### config.mk
export PLATFORM = sky130hd
export DESIGN_NAME = uart_boot_loader
export DESIGN_NICKNAME = d
export VERILOG_FILES = /design/src/rtl/uart_boot_loader.sv
export SDC_FILE = /design/constraint.sdc
export NUM_CORES = 1
export LEC_CHECK = 0
export ABC_AREA = 1
export BUFFER_PORTS_ARGS = -buffer_cell sky130_fd_sc_hd__clkbuf_2
export CAP_MARGIN = 20
export CORE_MARGIN = 10
export CORE_UTILIZATION = 40
export DETAILED_ROUTE_END_ITERATION = 10
export GPL_TIMING_DRIVEN = 1
export PLACE_DENSITY = 0.6
export RECOVER_POWER = 50
export SYNTH_ARGS = -nofsm -noshare
export SYNTH_HDL_FRONTEND = slang
export SYNTH_SLANG_ARGS = --single-unit
### constraint.sdc
create_clock -name clk -period 3.6 [get_ports clk]
set_input_delay 0.36 -clock clk [delete_from_list [all_inputs] [get_ports clk]]
set_output_delay 0.36 -clock clk [all_outputs]
set_load 0.005 [all_outputs]
### src/rtl/uart_boot_loader.sv
`default_nettype none
// ============================================================================
// Module   : uart_boot_loader
// Brief    : Loads a framed program image from the UART RX FIFO into imem,
//            acks each frame on the TX FIFO and releases the core on success.
// Revision : 1.0 - initial release
// ============================================================================
module uart_boot_loader #(
    parameter int ADDR_W  = 10,
    parameter int TIMEOUT = 50_000_000
) (
    input  logic              clk,
    input  logic              reset,
    input  logic              rx_empty,
    input  logic [7:0]        r_data,
    output logic              rd_uart,
    input  logic              tx_full,
    output logic              wr_uart,
    output logic [7:0]        w_data,
    output logic              mem_we,
    output logic [ADDR_W-1:0] mem_addr,
    output logic [31:0]       mem_wdata,
    output logic              cpu_reset,
    output logic              owns_uart
);

    localparam int          TO_W      = (TIMEOUT > 2) ? $clog2(TIMEOUT) : 1;
    localparam int          CNT_W     = ADDR_W + 1;
    localparam logic [7:0]  C_SYNC    = 8'hA5;
    localparam logic [7:0]  C_ACK_OK  = 8'h4B;
    localparam logic [7:0]  C_ACK_ERR = 8'h45;
    localparam logic [7:0]  C_ACK_TO  = 8'h54;
    localparam logic [16:0] C_MAX_N   = 17'(2 ** ADDR_W);
    localparam logic [TO_W-1:0] C_TO_LAST = TO_W'(TIMEOUT - 1);

    localparam logic [2:0] S_SYNC = 3'd0;
    localparam logic [2:0] S_LEN0 = 3'd1;
    localparam logic [2:0] S_LEN1 = 3'd2;
    localparam logic [2:0] S_DATA = 3'd3;
    localparam logic [2:0] S_CHK  = 3'd4;
    localparam logic [2:0] S_RESP = 3'd5;
    localparam logic [2:0] S_DONE = 3'd6;

    logic [2:0]       r_state, w_state_nxt;
    logic [15:0]      r_len;
    logic [CNT_W-1:0] r_word_cnt;
    logic [1:0]       r_byte_idx;
    logic [7:0]       r_chk;
    logic [7:0]       r_ack;
    logic [TO_W-1:0]  r_to_cnt;
    logic             r_mem_we;
    logic [ADDR_W-1:0] r_mem_addr;
    logic [31:0]      r_mem_wdata;
    logic             r_cpu_reset;
    logic             r_owns_uart;

    logic             w_accept, w_in_frame, w_timeout, w_wr, w_ack_set, w_last;
    logic [7:0]       w_ack_val;
    logic [15:0]      w_len;
    logic [CNT_W-1:0] w_word_nxt;

    assign w_word_nxt = r_word_cnt + CNT_W'(1);
    assign w_last     = (32'(w_word_nxt) == 32'(r_len));
    assign w_len      = {r_data, r_len[7:0]};

    always_ff @(posedge clk or posedge reset) begin
        if (reset) r_state <= S_SYNC;
        else       r_state <= w_state_nxt;
    end

    always_comb begin
        w_state_nxt = r_state;
        w_wr        = 1'b0;
        w_ack_set   = 1'b0;
        w_ack_val   = r_ack;
        w_in_frame  = r_state inside {S_LEN0, S_LEN1, S_DATA, S_CHK};
        w_accept    = (w_in_frame || (r_state == S_SYNC)) && !rx_empty;
        // A byte present in the expiry cycle wins over the timeout.
        w_timeout   = w_in_frame && rx_empty && (r_to_cnt == C_TO_LAST);
        case (r_state)
            S_SYNC: if (w_accept && (r_data == C_SYNC)) w_state_nxt = S_LEN0;
            S_LEN0: if (w_accept) w_state_nxt = S_LEN1;
            S_LEN1: begin
                if (w_accept) begin
                    if ({1'b0, w_len} > C_MAX_N) begin
                        w_ack_set   = 1'b1;
                        w_ack_val   = C_ACK_ERR;
                        w_state_nxt = S_RESP;
                    end else if (w_len == 16'd0) begin
                        w_state_nxt = S_CHK;
                    end else begin
                        w_state_nxt = S_DATA;
                    end
                end
            end
            S_DATA: if (w_accept && (r_byte_idx == 2'd3) && w_last) w_state_nxt = S_CHK;
            S_CHK: begin
                if (w_accept) begin
                    w_ack_set   = 1'b1;
                    w_ack_val   = (r_data == r_chk) ? C_ACK_OK : C_ACK_ERR;
                    w_state_nxt = S_RESP;
                end
            end
            S_RESP: begin
                if (!tx_full) begin
                    w_wr        = 1'b1;
                    w_state_nxt = (r_ack == C_ACK_OK) ? S_DONE : S_SYNC;
                end
            end
            S_DONE:  w_state_nxt = S_DONE;
            default: w_state_nxt = S_SYNC;
        endcase
        if (w_timeout) begin
            w_ack_set   = 1'b1;
            w_ack_val   = C_ACK_TO;
            w_state_nxt = S_RESP;
        end
    end

    always_ff @(posedge clk or posedge reset) begin
        if (reset) begin
            r_len       <= '0;
            r_word_cnt  <= '0;
            r_byte_idx  <= '0;
            r_chk       <= '0;
            r_ack       <= '0;
            r_to_cnt    <= '0;
            r_mem_we    <= 1'b0;
            r_mem_addr  <= '0;
            r_mem_wdata <= '0;
            r_cpu_reset <= 1'b1;
            r_owns_uart <= 1'b1;
        end else begin
            r_mem_we <= 1'b0;
            if (w_accept || !w_in_frame) r_to_cnt <= '0;
            else                         r_to_cnt <= r_to_cnt + TO_W'(1);
            if (w_ack_set) r_ack <= w_ack_val;
            if (w_accept) begin
                case (r_state)
                    S_LEN0: r_len[7:0] <= r_data;
                    S_LEN1: begin
                        r_len[15:8] <= r_data;
                        r_word_cnt  <= '0;
                        r_byte_idx  <= '0;
                        r_chk       <= '0;
                    end
                    S_DATA: begin
                        r_mem_wdata[{r_byte_idx, 3'b000} +: 8] <= r_data;
                        r_chk      <= r_chk ^ r_data;
                        r_byte_idx <= r_byte_idx + 2'd1;
                        if (r_byte_idx == 2'd3) begin
                            r_mem_we   <= 1'b1;
                            r_mem_addr <= r_word_cnt[ADDR_W-1:0];
                            r_word_cnt <= w_word_nxt;
                        end
                    end
                    default: ;
                endcase
            end
            if (w_wr && (r_ack == C_ACK_OK)) begin
                r_cpu_reset <= 1'b0;
                r_owns_uart <= 1'b0;
            end
        end
    end

    assign rd_uart   = w_accept;
    assign wr_uart   = w_wr;
    assign w_data    = r_ack;
    assign mem_we    = r_mem_we;
    assign mem_addr  = r_mem_addr;
    assign mem_wdata = r_mem_wdata;
    assign cpu_reset = r_cpu_reset;
    assign owns_uart = r_owns_uart;

endmodule
`default_nettype wire

==> flow_summary.ini <==
[critical_path]
arrival_ns = 2.86
end_kind = asynchronous set/reset pin
cp.depth = 3
slowest_delay_ns = 1.80
setup.worst_path.end = owns_uart
crit_fanout = 68
cpLargestDelayFamily = buffers and inverters
worst-setup-path-type = input port to asynchronous set/reset pin
crit_chain = clkbuf_2 > inv_1 > buf_4
slowest_stage = inv_1
timing.rr.start = r_byte_idx[0]
required_ns = 4.12
reg2regPathDepth = 5
startpoint = reset
reg2reg_slack_ns = 1.44
path_buf_inv = 3
r2r-end = mem_wdata[0]
critPathLaunchType = input port

[placement]
dpl_cell_area_sq_um = 6360
portBuffers = 64
dp.cells = 960
post-place-ws_ns = 1.45
dp_hpwl_mm = 10.6
gp_congestion = 0.894

[cells_and_area]
final_cell_mix = 175 x nand2_1, 114 x dfrtp_1, 79 x inv_1
instances_no_fill = 990
seqCellArea_sq_um = 2880
area_growth_pct = 17.4
multi_input_area_sq_um = 2570
drive_gt1_share_pct = 14.2
nets = 814
fin_area_sq_um = 6920
layout_commonest_cell = nand2_1
fillers = 1407

[floorplanning]
die_h_um = 141
rows = 44
die_x_um = 141
core_sq_um = 14500
io_pins = 67
start_util_pct = 40.7
die-area_sq_um = 20000

[synth]
syn_inst = 729
yosysSeqAreaShare_pct = 48.8
synthesis.area_sq_um = 5890
postSynth.topFlopCell = dfrtp_1
yosys_warnings = 0
postSynth.asyncResetShare_pct = 100
yosysUniqueCellTypes = 46
synth_edf_count = 0
syn_area_per_cell_sq_um = 8.09
synth-seq-cells = 115

[global_route]
grt_max_degree = 69
gr-total-overflow = 0
grt_pass1_wl_mm = 24.6
grt_pass1_vias = 5005
antenna_found_initial = 1
gr-usage-all-layers_pct = 15.0

[route]
dr.pass1.iters = 6
topRoutingLayerUsed = met4
vias = 5124
wl_met3_um = 819
wl_per_cell_um = 14.9
wl_met2_mm = 7.21
drc = 0
ant_nets = 0
met1_length_mm = 6.47
viasPerCell = 5.18
drt_iter0_markers = 445
drt_wl_total_mm = 14.8

[sta]
setup_viol = 0
clock.fmax_ghz = 0.428
drv_slew = 69
hold_viol = 0
finalSetupTns_ns = 0
period_minus_slack_ns = 2.34
clock_skew_ns = 0.00741
worst_pin_slew_ns = 2.59
final.setup.worst_slack_ns = 1.26
finalCritPeriodShare_pct = 64.9
grt_setup_unrepaired = no
relSlewSlack_pct = -72.7

[clock_network]
cts_buffers = 17
clk_latency_ns = 0.41
cts_setup_buffers = 0
path_clk_slew_ns = 0.05
clock_sinks = 115
cts_tree = built
cts_max_level = 4
clock-root-buffer = clkbuf_16
cts.repair.resized = 0
cts_hold_buf = 0
clockBufferDepth = 2

[min_path]
hold_class = input port to flop

[status]
status = finished, violations left
violations = max-capacitance violations, max-slew violations

[power]
fin_total_pwr_mw = 4.95
powerDensity_nw_per_um2 = 716
ir_worst_vdd_mv = 0.323
p_leak_nw = 3.46

[flow_run]
maxCapViolations = 1
metal layers:
| metal | vias to the layer above | track usage (%) |
|---|---|---|
| met1 | 2430 | 18.6 |
| met2 | 134 | 24.0 |
| met5 | - | 0 |
| li1 | 2528 | - |
| met3 | 32 | 4.51 |
| met4 | 0 | 5.54 |
tightest hold or removal path, stage by stage:
cell and delay [ns]:
clkbuf_2 0.17, nand3_1 0.11, nand2_1 0.05
worst min-delay path by stage:
stage / from / end / cells after the start
final: r_data[1] / mem_wdata[17] / 3
after global routing: r_data[1] / mem_wdata[1] / 3
after CTS: reset / mem_wdata[6] / 2
after detailed placement: r_to_cnt[0] / r_to_cnt[0] / 1
after global placement: r_to_cnt[0] / r_to_cnt[0] / 1
after floorplan: r_to_cnt[0] / r_to_cnt[0] / 1
registers in the layout, summed over array words and instances (netlist names):
register	flops
r_len	16
mem_addr	10
mem_we	1
r_chk	8
owns_uart	1
r_to_cnt	26
r_state	3
r_byte_idx	2
r_word_cnt	11
w_data	5
mem_wdata	32
where the power goes:
part	leakage [nW]	internal, mW	total (mW)	switching [mW]
Clock	0.292	1.15	1.70	0.555
Sequential	1.52	1.63	1.91	0.275
Combinational	1.65	0.474	1.34	0.869
area by class of cell:
class / count / area share [%]
Sequential cell: 115 / 41.6
Multi-Input combinational cell: 505 / 37.1
Clock buffer: 24 / 7.11
Inverter: 90 / 4.92
Timing Repair Buffer: 66 / 4.43
Tap cell: 184 / 3.33
Clock inverter: 5 / 1.45
Antenna cell: 1 / 0.0362
logic make-up (layout without fill, tap and decap cells):
logic type	Yosys count	in the layout	synth area share, %
AO/OA/AOI/OAI	109	109	10.3
XOR/XNOR	10	10	1.49
adder cells (fa/ha/maj)	7	7	1.49
buffers and inverters	110	185	7.62
flip-flops	115	115	48.8
other	1	3	0.0636
AND/OR/NAND/NOR	377	377	30.2
cells in the mapped netlist (all sizes together), types with 5 or more instances:
library cell	instances	area share (%)
a21oi	19	1.6
dfrtp	114	48
buf	13	1.4
inv	89	5.7
o21ai	67	5.7
nor3	26	2.9
xnor2	5	0.74
clkbuf	7	0.45
o22ai	8	0.85
ha	7	1.5
nand2	183	12
nor2	64	5.4
nand4	10	1.1
xor2	5	0.74
nand3	79	7.0
nor4	8	0.96
per-stage QoR:
stage	util (%)	hold WS, ns
final	47.8	0.315
after global placement	43.9	0.446
after floorplan	-	0.433
after global routing	47.8	0.318
after CTS	48.0	0.150
after detailed placement	43.9	0.461
Power figures use the tool's default switching activity.
